[src/rtl/tt_um_gate_array.sv]
// tt_um_gate_array: WIDTH-bit registered logic unit with selectable bitwise
// gate or free-running toggle, plus a 4-bit count of result changes.
module tt_um_gate_array #(
  parameter int unsigned WIDTH       = 4,
  parameter int unsigned SYNC_STAGES = 2,
  parameter int unsigned DIV         = 4
) (
  input  logic       clk,
  input  logic       rst_n,
  input  logic       ena,
  input  logic [7:0] ui_in,
  output logic [7:0] uo_out,
  input  logic [7:0] uio_in,
  output logic [7:0] uio_out,
  output logic [7:0] uio_oe
);

  localparam int unsigned SYNC_W = 2 * WIDTH + 4;
  localparam int unsigned CNT_W  = 8;
  localparam int unsigned CHG_W  = 4;
  localparam logic [2:0]  OP_TOGGLE = 3'b111;

  // Synchroniser word layout: {hold, op[2:0], B, A}
  logic [SYNC_W-1:0] sync_in;
  logic [SYNC_W-1:0] sync_q [SYNC_STAGES];
  logic [SYNC_W-1:0] sync_out;

  logic [WIDTH-1:0]  a_s;
  logic [WIDTH-1:0]  b_s;
  logic [2:0]        op_s;
  logic              hold_s;

  logic [WIDTH-1:0]  gate_res;
  logic [WIDTH-1:0]  r_q;
  logic [WIDTH-1:0]  r_d;
  logic [CNT_W-1:0]  cnt_q;
  logic [CNT_W-1:0]  cnt_d;
  logic [CHG_W-1:0]  chg_q;
  logic [CHG_W-1:0]  chg_d;

  logic              unused_inputs;

  assign sync_in  = {uio_in[3], uio_in[2:0], ui_in[4 +: WIDTH], ui_in[WIDTH-1:0]};
  assign sync_out = sync_q[SYNC_STAGES-1];
  assign a_s      = sync_out[WIDTH-1:0];
  assign b_s      = sync_out[WIDTH +: WIDTH];
  assign op_s     = sync_out[2*WIDTH +: 3];
  assign hold_s   = sync_out[2*WIDTH+3];

  // Enable and spare pins are intentionally unused
  assign unused_inputs = ^{ena, ui_in, uio_in[7:4]};

  // Input synchroniser chain; reset discards its contents
  always_ff @(posedge clk) begin
    if (!rst_n) begin
      for (int i = 0; i < int'(SYNC_STAGES); i++) begin
        sync_q[i] <= '0;
      end
    end else begin
      sync_q[0] <= sync_in;
      for (int i = 1; i < int'(SYNC_STAGES); i++) begin
        sync_q[i] <= sync_q[i-1];
      end
    end
  end

  // Bitwise gate selected by the synchronised opcode
  always_comb begin
    gate_res = '0;
    unique case (op_s)
      3'b000:  gate_res = ~a_s;
      3'b001:  gate_res = a_s & b_s;
      3'b010:  gate_res = a_s | b_s;
      3'b011:  gate_res = a_s ^ b_s;
      3'b100:  gate_res = ~(a_s & b_s);
      3'b101:  gate_res = ~(a_s | b_s);
      3'b110:  gate_res = ~(a_s ^ b_s);
      default: gate_res = r_q;
    endcase
  end

  // Next result, toggle divider and change counter; hold freezes everything
  always_comb begin
    r_d   = r_q;
    cnt_d = cnt_q;
    chg_d = chg_q;
    if (!hold_s) begin
      if (op_s == OP_TOGGLE) begin
        if (cnt_q == CNT_W'(DIV - 1)) begin
          r_d   = ~r_q;
          cnt_d = '0;
        end else begin
          cnt_d = cnt_q + CNT_W'(1);
        end
      end else begin
        r_d   = gate_res;
        cnt_d = '0;
      end
    end
    if (r_d != r_q) begin
      chg_d = chg_q + CHG_W'(1);
    end
  end

  // Result, divider and change-counter registers
  always_ff @(posedge clk) begin
    if (!rst_n) begin
      r_q   <= '0;
      cnt_q <= '0;
      chg_q <= '0;
    end else begin
      r_q   <= r_d;
      cnt_q <= cnt_d;
      chg_q <= chg_d;
    end
  end

  assign uo_out  = 8'(r_q);
  assign uio_out = {chg_q, 4'b0000};
  assign uio_oe  = 8'hF0;

endmodule

[config.mk]
export PLATFORM = sky130hd
export DESIGN_NAME = tt_um_gate_array
export DESIGN_NICKNAME = d
export VERILOG_FILES = /design/src/rtl/tt_um_gate_array.sv
export SDC_FILE = /design/constraint.sdc
export NUM_CORES = 1
export LEC_CHECK = 0
export CAP_MARGIN = 20
export CORE_MARGIN = 8
export CORE_UTILIZATION = 45
export CTS_CLUSTER_DIAMETER = 30
export DETAILED_ROUTE_END_ITERATION = 12
export GPL_ROUTABILITY_DRIVEN = 1
export PLACE_DENSITY = 0.68
export SYNTH_ARGS = -nofsm -noshare
export SYNTH_HDL_FRONTEND = slang
export SYNTH_SLANG_ARGS = --single-unit
[constraint.sdc]
create_clock -name clk -period 3 [get_ports clk]
set_clock_uncertainty 0.15 [all_clocks]
set_input_delay 0.6 -clock clk [delete_from_list [all_inputs] [get_ports clk]]
set_output_delay 0.6 -clock clk [all_outputs]
set_load 0.1 [all_outputs]
# Word-level counts from Yosys, hierarchy flattened
# Memories as Yosys holds them, arrays and structs flattened.
# Index checks and enable logic that the tools add are counted.
dict set report classes {
  n_bitwise 10
  muxes 10
  addsub 2
  n_eq_ne 9
  n_reduce_logical 1
}
# operator count
set ops {}
lappend ops {{$pmux 4 s7} 1}
lappend ops {{$mux 12} 2}
lappend ops {{$not 4->4} 5}
lappend ops {{$mux 8} 2}
lappend ops {{$eq 3x3->1 const B} 4}
lappend ops {{$mux 4} 3}
lappend ops {{$add 8x1->8 const B} 1}
lappend ops {{$eq 8x2->1 const B} 1}
lappend ops {{$eq 3x2->1 const B} 2}
lappend ops {{$add 4x1->4 const B} 1}
lappend ops {{$and 4x4->4} 1}
lappend ops {{$ne 4x4->1} 1}
lappend ops {{$or 4x4->4} 1}
lappend ops {{$xor 4x4->4} 1}
lappend ops {{$eq 3x1->1 const B} 1}
lappend ops {{$logic_not 3->1} 1}
lappend ops {{$mux 1} 2}
lappend ops {{$or 1x1->1} 2}
dict set report word_totals {
  ff_bits 16
  out_inout_bits 24
  elab_cells 36
  memories 1
  ram_bits 24
  in_bits 19
}
# memory words word_bits read_ports rd_clocked_by_memory_dff write_ports line
set memory_table {}
lappend memory_table {sync_q 2 12 2 0 2 25} ;# logic [SYNC_W-1:0] sync_q [SYNC_STAGES];

# Longest topological paths before layout
# Gate-level depths: netlist of the first run.
# An unclocked memory read counts as a cell.
dict set report depth {
  depth_word 7
  depth_mapped 9
  depth_no_buf 9
}

# Worst setup path after synthesis of the first run
# Ideal clock, no wire load.
dict set report synth_path {
  path_type {reg-to-reg}
  startpoint {register r_q[3]}
  endpoint {register chg_q[2]}
  setup_slack_ns 0.573
  path_stages_with_launch 7
  path_buffers 0
  period_less_slack_ns 2.427
  required_ns 2.786
  t_arrival_ns 2.213
  setup_time_ns 0.064
  path_cell_list {dfxtp_1 nor2_1 a211o_1 a221oi_4 nand3_1 o221a_1 nand3_1}
}
dict set report synth_via {
  elab_chain_len 5
  word_cells_on_any_way 6
  classes_between {eq/ne (1); mux (4); bitwise (1)}
}
# element line
set synth_lines {}
lappend synth_lines {{start, declared} 34} ;# logic [WIDTH-1:0] r_q;
lappend synth_lines {{start signal, assigned} 112} ;# r_q <= r_d;
lappend synth_lines {{branches (longest 4 deep; another with $pmux 4 s7)} n/a}
lappend synth_lines {{$ne 4x4->1 (*)} 100} ;# if (r_d != r_q) begin
lappend synth_lines {{end signal, assigned} 114} ;# chg_q <= chg_d;
lappend synth_lines {{end, declared} 38} ;# logic [CHG_W-1:0] chg_q;
# Mark *: on every way between the ends.
# A chain may end at the register's enable or synchronous reset.

==> results of run 1 <==
[through the flow]
stage               setup slack [ns]  total power [mW]  hold WS, ns  area (sq um)  utilization [%]
detailed placement             0.411              1.11        0.268          2330             49.6
finish                         0.408              1.46        0.279          2420             51.6
global placement               0.429              1.11        0.264          2330             49.6
CTS                            0.403              1.48        0.282          2420             51.6
global route                   0.209              1.53        0.299          2420             51.6
floorplan                      0.573              1.04        0.262          2220                -
[logic make-up (layout without fill, tap and decap cells)]
kind of cell    count (synthesis)  in the layout  share of synthesized area [%]
simple gates                   93             93                           24.9
flops                          40             40                           36.9
buf+inv                        40             45                           10.7
compound gates                 39             39                           15.5
fa+ha+maj                      10             10                           5.77
mux                             7              7                           3.40
xor+xnor                        6              6                           2.42
other cells                     2             16                          0.346
[worst paths after layout]
check                                 from                       end  slack, ns  depth (start not counted)
setup / recovery  sync_q[0][20]$_SDFF_PN0_     chg_q[3]$_SDFFE_PN0P_       0.41                          7
hold / removal     sync_q[0][5]$_SDFF_PN0_  sync_q[0][17]$_SDFF_PN0_       0.28                          1
setup reg to reg  sync_q[0][20]$_SDFF_PN0_     chg_q[3]$_SDFFE_PN0P_       0.41                          7
hold reg to reg    sync_q[0][5]$_SDFF_PN0_  sync_q[0][17]$_SDFF_PN0_       0.28                          1
[where the power goes]
part	leakage, nW	internal, mW	switching, mW
logic	0.605	0.123	0.352
registers	0.330	0.571	0.0517
clock network	0.0445	0.187	0.179
[flip-flops by register name, summed over array words and instances (netlist names)]
signal / flops
sync_q: 24
cnt_q: 8
chg_q: 4
r_q: 4
[worst max-delay path, cell delays in order, from the launching register on]
cell and delay [ns]:
dfxtp_1 0.73, mux2_2 0.29, o21ai_0 0.12, a211o_1 0.34, a221oi_4 0.46, o41ai_1 0.13, a31oi_1 0.15, o211ai_1 0.10
[final cells by class]
class / count / share of cell area, %
Inverter: 11 / 1.71
Tap cell: 54 / 2.79
Multi-Input combinational cell: 171 / 49.1
Clock inverter: 1 / 0.310
Timing Repair Buffer: 26 / 9.41
Sequential cell: 40 / 33.1
Clock buffer: 7 / 3.57
[synthesized netlist by cell type, types with 4 or more instances]
master	count	share of area (%)
dfxtp_1	40	37
and2_1	25	7.2
buf_4	16	5.5
nor2_1	16	2.8
nand3_1	14	3.2
inv_1	11	1.9
ha_1	10	5.8
nand2_1	9	1.6
a21oi_1	7	1.6
buf_2	6	1.4
nor4b_1	6	2.4
and3_1	4	1.2
clkbuf_1	4	0.69
mux2i_1	4	1.8
nor3_1	4	0.92
o21ai_0	4	0.92
xor2_1	4	1.6
[layer usage]
metal  track usage [%]  vias to the layer above  share of wire, %
met5                 0                        -                 0
met4              5.41                        0               1.9
met3              2.80                        5               6.5
met2              17.3                       48                44
met1              12.8                      740                48
li1                  -                      832                 -
[layout by cell type (no fill, tap or decap), types with 2 or more instances in the layout]
| cell | n |
|---|---|
| nor2_1 | 16 |
| and3_1 | 4 |
| mux2_2 | 3 |
| nand2_1 | 9 |
| inv_1 | 11 |
| and2_1 | 25 |
| nor3_1 | 4 |
| o211ai_1 | 2 |
| xor2_1 | 4 |
| o221a_2 | 2 |
| ha_1 | 10 |
| xnor2_1 | 2 |
| conb_1 | 16 |
| nand4_1 | 3 |
| o21ai_0 | 4 |
| dfxtp_1 | 40 |
| a22o_1 | 2 |
| nand3_1 | 14 |
| nor4b_1 | 6 |
| a31oi_1 | 3 |
| buf_4 | 13 |
| clkdlybuf4s50_1 | 13 |
| mux2i_1 | 4 |
| clkbuf_8 | 6 |
| a21oi_1 | 7 |
| nand3b_1 | 2 |
==> reports/qor.txt, run 1 <==
final net count: 284
WP data required: 3.02 ns
Die Width: 85.4 um
# rows: 25
remaining global-route overflow: 0
Clock Sinks: 40
clock-pin slew on the worst setup and hold paths: 0.07 ns
register area: 801 sq um
Max Slew Vio Count: 0
Arrival @ worst endpoint: 2.61 ns
layout cell share with drive strength beyond 1: 12.9%
post-CTS resize count: 0
first-pass GRT wire length: 6470 um
Initial Util: 46.2%
Total GRT Usage: 10.7%
Hold Crit Class: flop to flop
Post-Route WL: 3800 um
via count: 1625
Worst setup SP type: flop
DR WL/cell: 12.2 um
crit share post-route: 86.4%
Crit Path Class: flop to flop
VDD IR max: 0.433 mV
HPWL Detailed: 2850 um
Post-CTS Setup Repair Bufs: 0
Syn Area/Cell: 9.15 sq um
PD cells: 605 mW/mm^2
footprint of the multi-input gates: 0.00119 sq mm
CP Max Fanout: 20
area grow syn2layout: 11.5%
YS warnings: 0
Via density: 5.24
setup tns final: 0 ns
Mapped Area: 0.00217 sq mm
TritonRoute pass-1 iters: 4
CTS tree: yes
library cells used by synthesis: 57
Leakage: 0.979 nW
die height: 85.4 um
final setup violating endpoints: 0
vias in the first global route: 1502
clock root buffer: clkbuf_8
final cell count without fillers: 310
crit end category: flop
Placer Congestion: 0.802
antenna violations before repair: 0
Mapped Cells: 237
Seq/Total Area, Yosys: 36.9%
DP Cell Count: 302
DIE AREA: 0.00730 sq mm
ANT nets after route: 0
pin count of the biggest net entering global routing: 25
async set-reset flop share out of synthesis: 0%
max_slew headroom: 57.1%
total CTS buffers: 5
final critical-path required period: 2.59 ns
Max Fclk: 386 MHz
unrepaired setup endpoints after global routing: false
Clk Latency, worst-skew pair: 0.29 ns
Core ar.: 0.00469 sq mm
DRC: 0
Clock Path Buffers: 2
IO Port Bufs: 21
FILL cells: 433
num ports: 43
Final Hold Viols: 0
Hold-fix buffers, CTS: 0
n_diodes: 0
outcome: complete, no violations
Top FF cell, synth: dfxtp_1
max-cap violations: 0
Initial DRC Count: 67
number of synthesized flops with an enable pin: 0
Worst-Margin Slew: 0.643 ns
synthesized flop and latch total: 40
H-tree levels: 2
(Power assumes the default switching activity.)
==> inputs of run 2 (changes only) <==
- GPL_TIMING_DRIVEN: not set -> 0
- SETUP_SLACK_MARGIN: not set -> 0.05
==> reports/qor.txt, run 2 (synthesized netlist as in run 1, its figures left out) <==
sw frac: 38.7% (was 39.8%)
Post-CTS Setup Repair Bufs: 0 (unchanged)
biggest regs: sync_q (24), cnt_q (8) (unchanged)
crit end category: primary output (was flop)
post-CTS resize count: 0 (unchanged)
kind of cell adding the most delay to the critical path: buffers and inverters (was compound AO/OA/AOI/OAI gates)
VDD IR max: 0.477 mV (was 0.433 mV)
Final Hold Viols: 0 (unchanged)
Die Width: 85.4 um (unchanged)
r2r endpoint: chg_q[3]$_SDFFE_PN0P_ (unchanged)
overall power: 1.58 mW (was 1.46 mW)
Crit Path Class: flop to primary output (was flop to flop)
combinational share of power: 32.4% (about the same)
Clock Path Buffers: 2 (unchanged)
H-tree levels: 2 (unchanged)
PD cells: 605 mW/mm^2 (about the same)
Initial Util: 46.2% (unchanged)
final hold slack: 0.286 ns (was 0.279 ns)
sequential group share of total power: 39.0% (was 42.5%)
final net count: 307 (was 284)
pin count of the biggest net entering global routing: 15 (was 25)
commonest cells after routing, fill and taps aside: dfxtp_1 (40), and2_1 (25), clkdlybuf4s50_1 (20) (was dfxtp_1 (40), and2_1 (25), nor2_1 (16), conb_1 (16), nand3_1 (14))
# rows: 25 (unchanged)
unrepaired setup endpoints after global routing: false (unchanged)
max-cap violations: 0 (unchanged)
Crit Reg-Reg Startpoint: sync_q[0][15]$_SDFF_PN0_ (was sync_q[0][20]$_SDFF_PN0_)
sw power: 609 uW (was 583 uW)
Max Slew Vio Count: 0 (unchanged)
IO Port Bufs: 20 (was 21)
final critical-path required period: 2.71 ns (was 2.59 ns)
Clock Power Share: 28.6% (was 25.0%)
remaining global-route overflow: 0 (unchanged)
layout cell share with drive strength beyond 1: 16.1% (was 12.9%)
num ports: 43 (unchanged)
ANT nets after route: 0 (unchanged)
Leakage: 1.08 nW (was 0.979 nW)
Clk Latency, worst-skew pair: 0.30 ns (was 0.29 ns)
area grow syn2layout: 20.1% (was 11.5%)
WP data required: 2.25 ns (was 3.02 ns)
dpl ws: 0.468 ns (was 0.411 ns)
Hold-fix buffers, CTS: 0 (unchanged)
CP Max Fanout: 6 (was 20)
Post-Route WL: 4190 um (was 3800 um)
final cell count without fillers: 333 (was 310)
cell depth of the worst setup path: 1 (was 7)
cell-internal power: 967 uW (was 880 uW)
via count: 1695 (was 1625)
CTS tree: yes (unchanged)
vias in the first global route: 1553 (was 1502)
Max Fclk: 369 MHz (was 386 MHz)
max_slew headroom: 34.8% (was 57.1%)
first-pass GRT wire length: 7190 um (was 6470 um)
cells on worst reg2reg path: 9 (was 7)
Clock Sinks: 40 (unchanged)
final setup margin: 0.290 ns (was 0.408 ns)
Via density: 5.09 (was 5.24)
DR WL/cell: 12.6 um (was 12.2 um)
Core ar.: 0.00469 sq mm (unchanged)
Hold Crit Class: flop to flop (unchanged)
most flop-heavy register: sync_q (unchanged)
antenna violations before repair: 0 (unchanged)
clock root buffer: clkbuf_8 (unchanged)
Arrival @ worst endpoint: 1.96 ns (was 2.61 ns)
die height: 85.4 um (unchanged)
crit share post-route: 90.3% (was 86.4%)
CP Capture Point: uo_out[0] (was chg_q[3]$_SDFFE_PN0P_)
Placer Congestion: 0.812 (was 0.802)
flop2flop setup slack: 0.45 ns (was 0.41 ns)
Worst-Margin Slew: 0.975 ns (was 0.643 ns)
max reg flops: 24 (unchanged)
TritonRoute pass-1 iters: 5 (was 4)
Initial DRC Count: 113 (was 67)
Buf/Inv on CP: 1 (was 0)
crit-path max cell delay: 1.19 ns (was 0.73 ns)
setup tns final: 0 ns (unchanged)
DRC: 0 (unchanged)
clock-pin slew on the worst setup and hold paths: 0.08 ns (was 0.07 ns)
critical path launch point: r_q[0]$_SDFF_PN0_ (was sync_q[0][20]$_SDFF_PN0_)
slowest CP cell: clkdlybuf4s50_1 (was dfxtp_1)
n_diodes: 0 (unchanged)
total CTS buffers: 5 (unchanged)
most common cell after layout, fill and taps aside: dfxtp_1 (unchanged)
outcome: complete, no violations (unchanged)
final setup violating endpoints: 0 (unchanged)
worst path cell trace: clkdlybuf4s50_1 (was mux2_2, o21ai_0, a211o_1, a221oi_4, o41ai_1, a31oi_1, o211ai_1)
DP Cell Count: 325 (was 302)
DIE AREA: 0.00730 sq mm (unchanged)
Worst setup SP type: flop (unchanged)
Total GRT Usage: 12.1% (was 10.7%)
HPWL Detailed: 3210 um (was 2850 um)
## run 2: how the worst min path moves through the flow
stage,cells past startpoint,start,end
6_report,1,sync_q[0][2]$_SDFF_PN0_,sync_q[0][14]$_SDFF_PN0_
5_1_grt,1,sync_q[0][11]$_SDFF_PN0_,sync_q[0][23]$_SDFF_PN0_
4_1_cts,1,sync_q[0][11]$_SDFF_PN0_,sync_q[0][23]$_SDFF_PN0_
3_5_place_dp,1,sync_q[0][2]$_SDFF_PN0_,sync_q[0][14]$_SDFF_PN0_
3_3_place_gp,1,sync_q[0][7]$_SDFF_PN0_,sync_q[0][19]$_SDFF_PN0_
2_1_floorplan,1,sync_q[0][0]$_SDFF_PN0_,sync_q[0][12]$_SDFF_PN0_
## run 2: metrics by stage
stage,utilization (%),area (sq um)
CTS,55.5,2610
finish,55.5,2610
global route,55.5,2610
global placement,53.1,2490
floorplan,-,2220
detailed placement,53.1,2490
## run 2: worst reg2reg max path, stage by stage (launching register included)
cell      delay, ns
dfxtp_1        0.35
inv_1          0.05
ha_1           0.29
mux2_2         0.34
nor4b_1        0.27
a211oi_1       0.12
a221oi_4       0.47
o41ai_1        0.13
a31oi_1        0.15
o211ai_1       0.11
## run 2: area by class of cell
cell class              count  area, sq um
inverters                  11         41.3
clock buffers               5         68.8
multi-input cells         171         1190
fillers                   422         2090
repair buffers             20          200
plain buffers              29          191
clock inverters             3         47.5
flip-flops and latches     40          801
well taps                  54         67.6
## run 2: routing by layer
metal	vias to the layer above	share of wire [%]	track usage (%)
met5	-	0	0
met4	0	2.5	5.89
met3	8	5.5	3.96
met2	39	43	17.7
met1	765	49	15.6
li1	883	-	-
## run 2: power groups by stage
| stage | combinational, mW | clock [mW] | sequential [mW] |
|---|---|---|---|
| 2_1_floorplan | 0.243 | 0 | 0.795 |
| 3_3_place_gp | 0.507 | 0 | 0.626 |
| 3_5_place_dp | 0.511 | 0 | 0.628 |
| 4_1_cts | 0.513 | 0.458 | 0.615 |
| 5_1_grt | 0.543 | 0.481 | 0.624 |
| 6_report | 0.510 | 0.451 | 0.615 |
==> inputs of run 3 (changes only) <==
- CORE_MARGIN: 8 -> 10
- CTS_CLUSTER_DIAMETER: 30 -> 40
- TNS_END_PERCENT: not set -> 1
==> reports/qor.txt, run 3 (synthesized netlist as in run 1, its figures left out) <==
clock root buffer: clkbuf_8 (unchanged)
vias in the first global route: 1622 (was 1553)
Buf/Inv on CP: 1 (unchanged)
DRC: 0 (unchanged)
Via density: 5.08 (was 5.09)
n_diodes: 0 (unchanged)
die height: 89.4 um (was 85.4 um)
critical path launch point: r_q[0]$_SDFF_PN0_ (unchanged)
Clock Sinks: 40 (unchanged)
TritonRoute pass-1 iters: 4 (was 5)
DP Cell Count: 325 (unchanged)
dpl ws: 0.469 ns (was 0.468 ns)
slowest CP cell: clkdlybuf4s50_1 (unchanged)
WP data required: 2.25 ns (about the same)
max reg flops: 24 (unchanged)
HPWL Detailed: 3190 um (was 3210 um)
final net count: 307 (unchanged)
final setup violating endpoints: 0 (unchanged)
Clk Latency, worst-skew pair: 0.30 ns (about the same)
VDD IR max: 0.599 mV (was 0.477 mV)
Post-CTS Setup Repair Bufs: 0 (unchanged)
Max Fclk: 371 MHz (was 369 MHz)
unrepaired setup endpoints after global routing: false (unchanged)
Max Slew Vio Count: 0 (unchanged)
first-pass GRT wire length: 7110 um (was 7190 um)
footprint of the multi-input gates: 0.00119 sq mm (unchanged)
Crit Path Class: flop to primary output (unchanged)
final setup margin: 0.304 ns (was 0.290 ns)
overall power: 1.49 mW (was 1.58 mW)
final cell count without fillers: 333 (unchanged)
DR WL/cell: 12.6 um (about the same)
CP Max Fanout: 6 (unchanged)
Arrival @ worst endpoint: 1.95 ns (was 1.96 ns)
Initial DRC Count: 91 (was 113)
setup tns final: 0 ns (unchanged)
register area: 801 sq um (unchanged)
IO Port Bufs: 20 (unchanged)
max-cap violations: 0 (unchanged)
crit end category: primary output (unchanged)
most flop-heavy register: sync_q (unchanged)
crit share post-route: 89.9% (was 90.3%)
Total GRT Usage: 11.0% (was 12.1%)
DIE AREA: 0.00800 sq mm (was 0.00730 sq mm)
H-tree levels: 2 (unchanged)
FILL cells: 457 (was 422)
Clock Path Buffers: 2 (unchanged)
ANT nets after route: 0 (unchanged)
worst hold start: sync_q[0][11]$_SDFF_PN0_ (was sync_q[0][2]$_SDFF_PN0_)
Placer Congestion: 0.770 (was 0.812)
Hold Crit Class: flop to flop (unchanged)
Initial Util: 46.2% (unchanged)
Worst setup SP type: flop (unchanged)
Post-Route WL: 4200 um (was 4190 um)
most common cell after layout, fill and taps aside: dfxtp_1 (unchanged)
Cell Area, Placed: 0.00249 sq mm (unchanged)
outcome: complete, no violations (unchanged)
total CTS buffers: 5 (unchanged)
Hold-fix buffers, CTS: 0 (unchanged)
via count: 1693 (was 1695)
post-route cell area: 0.00258 sq mm (was 0.00261 sq mm)
Die Width: 89.4 um (was 85.4 um)
CTS tree: yes (unchanged)
Final Hold Viols: 0 (unchanged)
max_slew headroom: 34.9% (was 34.8%)
biggest regs: sync_q (24), cnt_q (8) (unchanged)
Leakage: 1.06 nW (was 1.08 nW)
Core ar.: 0.00469 sq mm (unchanged)
layout cell share with drive strength beyond 1: 16.1% (unchanged)
post-CTS resize count: 0 (unchanged)
clock-pin slew on the worst setup and hold paths: 0.08 ns (about the same)
PD cells: 578 mW/mm^2 (was 605 mW/mm^2)
antenna violations before repair: 0 (unchanged)
worst path cell trace: clkdlybuf4s50_1 (unchanged)
final critical-path required period: 2.70 ns (was 2.71 ns)
crit-path max cell delay: 1.19 ns (about the same)
Worst-Margin Slew: 0.973 ns (was 0.975 ns)
Crit Reg-Reg Startpoint: sync_q[0][15]$_SDFF_PN0_ (unchanged)
area grow syn2layout: 19.0% (was 20.1%)
# rows: 25 (unchanged)
remaining global-route overflow: 0 (unchanged)
commonest cells after routing, fill and taps aside: dfxtp_1 (40), and2_1 (25), clkdlybuf4s50_1 (20) (unchanged)
num ports: 43 (unchanged)
kind of cell adding the most delay to the critical path: buffers and inverters (unchanged)
pin count of the biggest net entering global routing: 15 (unchanged)
run 3: cell count changes in the layout (fill, tap and decap cells not counted), sizes merged:
cell and delta:
bufinv -1, clkinv -1, clkinvlp +2
run 3: worst paths after layout:
check | slack [ns] | cells after the start | to
min | 0.29 | 1 | sync_q[0][23]$_SDFF_PN0_
min reg2reg | 0.29 | 1 | sync_q[0][23]$_SDFF_PN0_
max reg2reg | 0.43 | 9 | chg_q[3]$_SDFFE_PN0P_
max | 0.30 | 1 | uo_out[0]
run 3: area by class of cell:
type                       instances  share of cell area (%)
inverter                          11                    1.60
sequential                        40                    31.0
tap                               54                    2.62
clock inverter                     3                   0.921
timing repair buffer              20                    7.75
clock buffer                       5                    2.66
multi-input combinational        171                    46.0
buffer                            29                    7.41
run 3: layer usage:
metal  track usage [%]  routed length, um  vias to the layer above
li1                  -                  -                      880
met1              13.3               2100                      771
met2              18.0               1790                       37
met3              3.46                260                        5
met4              3.90                 56                        0
met5                 0                  0                        -
run 3: power breakdown:
group          internal, mW  switching [mW]
sequential            0.571          0.0450
clock                 0.165           0.201
combinational         0.146           0.365
total                 0.882           0.612
run 3: metrics by stage:
step | hold slack, ns | utilization [%]
2_1_floorplan | 0.262 | -
3_3_place_gp | 0.264 | 53.1
3_5_place_dp | 0.267 | 53.1
4_1_cts | 0.285 | 55.0
5_1_grt | 0.290 | 55.0
6_report | 0.285 | 55.0
==> patch 1, RTL diff (settings of run 3) <==
`r_q` no longer has a reset.
--- a/src/rtl/tt_um_gate_array.sv
+++ b/src/rtl/tt_um_gate_array.sv
@@ -107,3 +107,2 @@
     if (!rst_n) begin
-      r_q   <= '0;
       cnt_q <= '0;
@@ -111,3 +110,2 @@
     end else begin
-      r_q   <= r_d;
       cnt_q <= cnt_d;
@@ -115,2 +113,6 @@
     end
+  end
+
+  always_ff @(posedge clk) begin
+    r_q <= r_d;
   end
Formal check against the unedited RTL: not equivalent (Yosys sat finds a counterexample within 4 cycles, from zero or initial values and one cycle with rst_n low).
==> patch 1 against run 3 <==
Final area fell by 6.1%. Fmax rose by 2.5%. Sequential cell count did not move. Clock power rose by 21%. Area after synthesis fell by 8.6%. Critical path depth did not move. Power rose by 2.8%. Die area fell by 6.7%. Sequential power fell by 2%. Wire length fell by 18%. Setup slack improved by 0.065 ns. Count of clock-buffer cells in the layout did not move. Critical endpoint unchanged. Largest power group unchanged.
==> patch 1: results (changes against run 3) <==
- Internal power: 960 uW (+8.8%)
- First-iteration detailed-routing DRC count: 77 (-15%)
- Worst vdd ir: 406 uV (-32%)
- WL/cell: 11.4 um (-9.3%)
- Post-DP Area: 2310 um^2 (-7.2%)
- Share of cells above drive strength 1: 13.3% (-2.9 points)
- Global-route wire length before repair: 5870 um (-17%)
- Area delta synth->final: 22.3%
- Leak: 0.00104 uW (-2.5%)
- Drt total wl: 3450 um (-18%)
- Total Routing Usage GR: 9.62% (-1.4 points)
- Multiplexer share of the synthesized area: 6.25% (+2.8 points)
- Via density: 4.59 (-9.8%)
- Vias in the first global route: 1329 (-18%)
- Post-synthesis adder-cell area fraction: 6.31% (+0.54 points)
- Layout fillers: 406 (-11%)
- Synth top area cells: dfxtp_1 (40%), and2_1 (7.9%), buf_4 (6.8%)
- Sequential share of the synthesized area: 40.4% (+3.5 points)
- PortBufs: 21 (+5.0%)
- Number of distinct library cells after synthesis: 44 (-23%)
- Synth Area in Compound Gates: 12.6% (-2.9 points)
- Layout Nets: 277 (-9.8%)
- Slew at the pin closest to its max-slew limit: 0.985 ns (+0.0113 ns)
- Most instantiated cells after synthesis: dfxtp_1 (40), and2_1 (25), buf_4 (18)
- GPL Wtd Cong: 0.812 (+5.5%)
- Status: completed
[patch 1: cell count changes after synthesis, moves of 3 or more]
cell | run 3 | this run
nor2b_1 | 1 | 4
buf_2 | 6 | 0
nand3_1 | 14 | 5
a22oi_1 | 1 | 5
nor4b_1 | 6 | 1
mux2i_1 | 4 | 9
o21ai_0 | 4 | 1
nor2_1 | 16 | 9
nand2b_1 | 1 | 5
[patch 1: area by class of cell]
class,count,area share (%)
Inverter,9,1.39
Tap cell,52,2.68
Clock inverter,3,1.91
Sequential cell,40,33.0
Multi-Input combinational cell,147,42.0
Clock buffer,5,2.84
Buffer,24,7.48
Timing Repair Buffer,21,8.66
[patch 1: final timing paths]
kind	startpoint	end	slack [ns]
max reg2reg	sync_q[0][15]	chg_q[0]	0.58
min	sync_q[0][0]	sync_q[0][12]	0.28
max	r_q[0]	uo_out[0]	0.37
min reg2reg	sync_q[0][0]	sync_q[0][12]	0.28
[patch 1: per-stage QoR]
step | power [uW] | worst slack, ns
after floorplan | 1010 | 0.623
after global placement | 1100 | 0.648
after detailed placement | 1100 | 0.576
after CTS | 1550 | 0.349
after global routing | 1600 | 0.298
final | 1530 | 0.369
[patch 1: logic make-up (layout without fill, tap and decap cells)]
| family | Yosys count | in the layout |
|---|---|---|
| AO/OA/AOI/OAI | 30 | 30 |
| XOR/XNOR | 7 | 7 |
| adder cells (fa/ha/maj) | 10 | 10 |
| buffers and inverters | 33 | 62 |
| flip-flops | 40 | 40 |
| multiplexers | 12 | 12 |
| other | 2 | 16 |
| AND/OR/NAND/NOR | 72 | 72 |
[patch 1: metal layers]
metal  vias to the layer above  wire length, um  GRT usage [%]
li1                        746                -              -
met1                       594             1630           11.1
met2                        36             1500           14.5
met3                         5              267           4.50
met4                         0               57           5.01
met5                         -                0              0
[patch 1: power by group through the flow]
stage	combinational [uW]	sequential, uW	clock, uW
after floorplan	226	786	0
after global placement	485	616	0
after detailed placement	488	616	0
after CTS	489	604	455
after global routing	514	611	478
final	488	604	443
==> patch 2, RTL diff (settings of run 3) <==
Made on the original files. `SYNC_STAGES`: 2 -> 4.
--- a/src/rtl/tt_um_gate_array.sv
+++ b/src/rtl/tt_um_gate_array.sv
@@ -4,3 +4,3 @@
   parameter int unsigned WIDTH       = 4,
-  parameter int unsigned SYNC_STAGES = 2,
+  parameter int unsigned SYNC_STAGES = 4,
   parameter int unsigned DIV         = 4
Check against the original RTL: not equivalent (a bounded check fails within 4 cycles, from zero or initial values and one cycle with rst_n low).
==> patch 2 against run 3 <==
Fmax is 0.33% lower. Register-to-register slack better by 0.20 ns. Largest cell class is now flip-flops and latches. Hold slack worse by 0.0069 ns. Critical path depth stayed put. Core utilization is 0.93 points higher. Wire length is 6.1% higher. Power is 35% higher. Critical endpoint unchanged. Largest power group unchanged. Synthesized cell count is 14% higher. Setup slack worse by 0.0090 ns. Final area is 28% higher. Sequential cell count is 24 higher. Via count is 7.6% higher. Area after synthesis is 25% higher.
==> patch 2: results (changes against run 3) <==
- CTS buffer count: 9 (+4)
- PortBufs: 21 (+5.0%)
- Dpl ws: 0.597 ns (+0.128 ns)
- Clock Latency Late Sink: 0.34 ns (+0.04 ns)
- Top Registers: sync_q: 48 flops, cnt_q: 8 flops
- 1st-pass router iterations: 4 (unchanged)
- R2R Path Start: cnt_q[0]
- Vias: 1822 (+7.6%)
- Post-route setup slack: 0.295 ns (-0.00898 ns)
- First-iteration detailed-routing DRC count: 42 (-54%)
- Global-route wire length before repair: 7840 um (+10%)
- Layout Nets: 344 (+12%)
- Total Routing Usage GR: 9.95% (-1.1 points)
- Status: completed
- HPWL after DPL: 3300 um (+3.5%)
- Max incr delay on CP: 1.17 ns (-0.02 ns)
- Share of cells above drive strength 1: 13.8% (-2.4 points)
- Crit Reg-Reg Endpoint: chg_q[2]
- Worst vdd ir: 359 uV (-40%)
- Vias in the first global route: 1770 (+9.1%)
- Path depth of the worst reg2reg path: 7 (-2)
- Synth top area cells: dfxtp_1 (47%), and2_1 (11%), buf_4 (4.7%)
- Sequential share of the synthesized area: 47.3% (+10 points)
- Setup slack, reg-to-reg: 0.63 ns (+0.20 ns)
- Number of distinct library cells after synthesis: 51 (-11%)
- H-tree depth: 3 (+1)
- WL/cell: 11.3 um (-11%)
- Largest net degree at the start of global routing: 14 (-1)
- Most instantiated cells after synthesis: dfxtp_1 (64), and2_1 (48), buf_4 (17)
patch 2: cell count changes after synthesis, moves of 2 or more:
cell,change
xor2_1,+2
dfxtp_1,+24
nor2b_1,+5
buf_2,-6
and3b_1,+2
mux2i_1,+6
nor4b_1,-5
and2_1,+23
a21oi_1,-4
nand3_1,-13
clkbuf_1,+3
mux2_2,-2
patch 2: cell families (layout without fill, tap and decap cells):
logic type                 after synthesis  after routing  share of synthesized area [%]
and+or+nand+nor                        108            108                           23.9
DFF                                     64             64                           47.3
buffers and inverters                   39             76                           9.19
AOI/OAI and AO/OA                       28             28                           8.36
muxes                                   11             11                           4.11
adders and majority gates               10             10                           4.62
xor gates and xnor gates                 7              7                           2.26
other                                    2             16                          0.277
patch 2: worst min-delay path by stage:
stage | from | endpoint | slack, ns | depth (start not counted)
after floorplan | sync_q[0][21] | sync_q[0][33] | 0.26 | 1
after global placement | sync_q[0][21] | sync_q[0][33] | 0.26 | 1
after detailed placement | sync_q[0][21] | sync_q[0][33] | 0.26 | 1
after CTS | sync_q[0][3] | sync_q[0][15] | 0.28 | 1
after global routing | sync_q[0][13] | sync_q[0][25] | 0.29 | 1
final | sync_q[0][21] | sync_q[0][33] | 0.28 | 1
patch 2: cell type report:
cell class                      instances  area, um^2  area share [%]
Sequential cell                        64        1280            38.9
Multi-Input combinational cell        180        1230            37.4
Timing Repair Buffer                   21         210            6.38
Buffer                                 28         208            6.30
Clock buffer                            9         124            3.76
Clock inverter                          7         104            3.15
Tap cell                               75        93.8            2.85
Inverter                               11        41.3            1.25
patch 2: power by group:
group / switching [uW] / internal, uW / total [uW] / leakage (uW)
logic: 212 / 85.9 / 298 / 0.000739
clock network: 349 / 476 / 825 / 0.000114
registers: 19.2 / 881 / 901 / 0.000524
patch 2: metal layers:
| metal | global-route usage (%) | vias up | share of wire, % |
|---|---|---|---|
| met2 | 16.2 | 34 | 47 |
| met5 | 0 | - | 0 |
| met4 | 6.71 | 0 | 2.5 |
| met1 | 10.2 | 817 | 45 |
| met3 | 4.20 | 11 | 5.3 |
| li1 | - | 960 | - |
patch 2: per-stage QoR:
stage	instances	hold WS, ns	util (%)	instance area [um^2]
CTS	395	0.281	56.0	3290
detailed placement	379	0.264	52.1	3070
global route	395	0.286	56.0	3290
global placement	379	0.262	52.1	3070
finish	395	0.278	56.0	3290
floorplan	283	0.256	-	2760
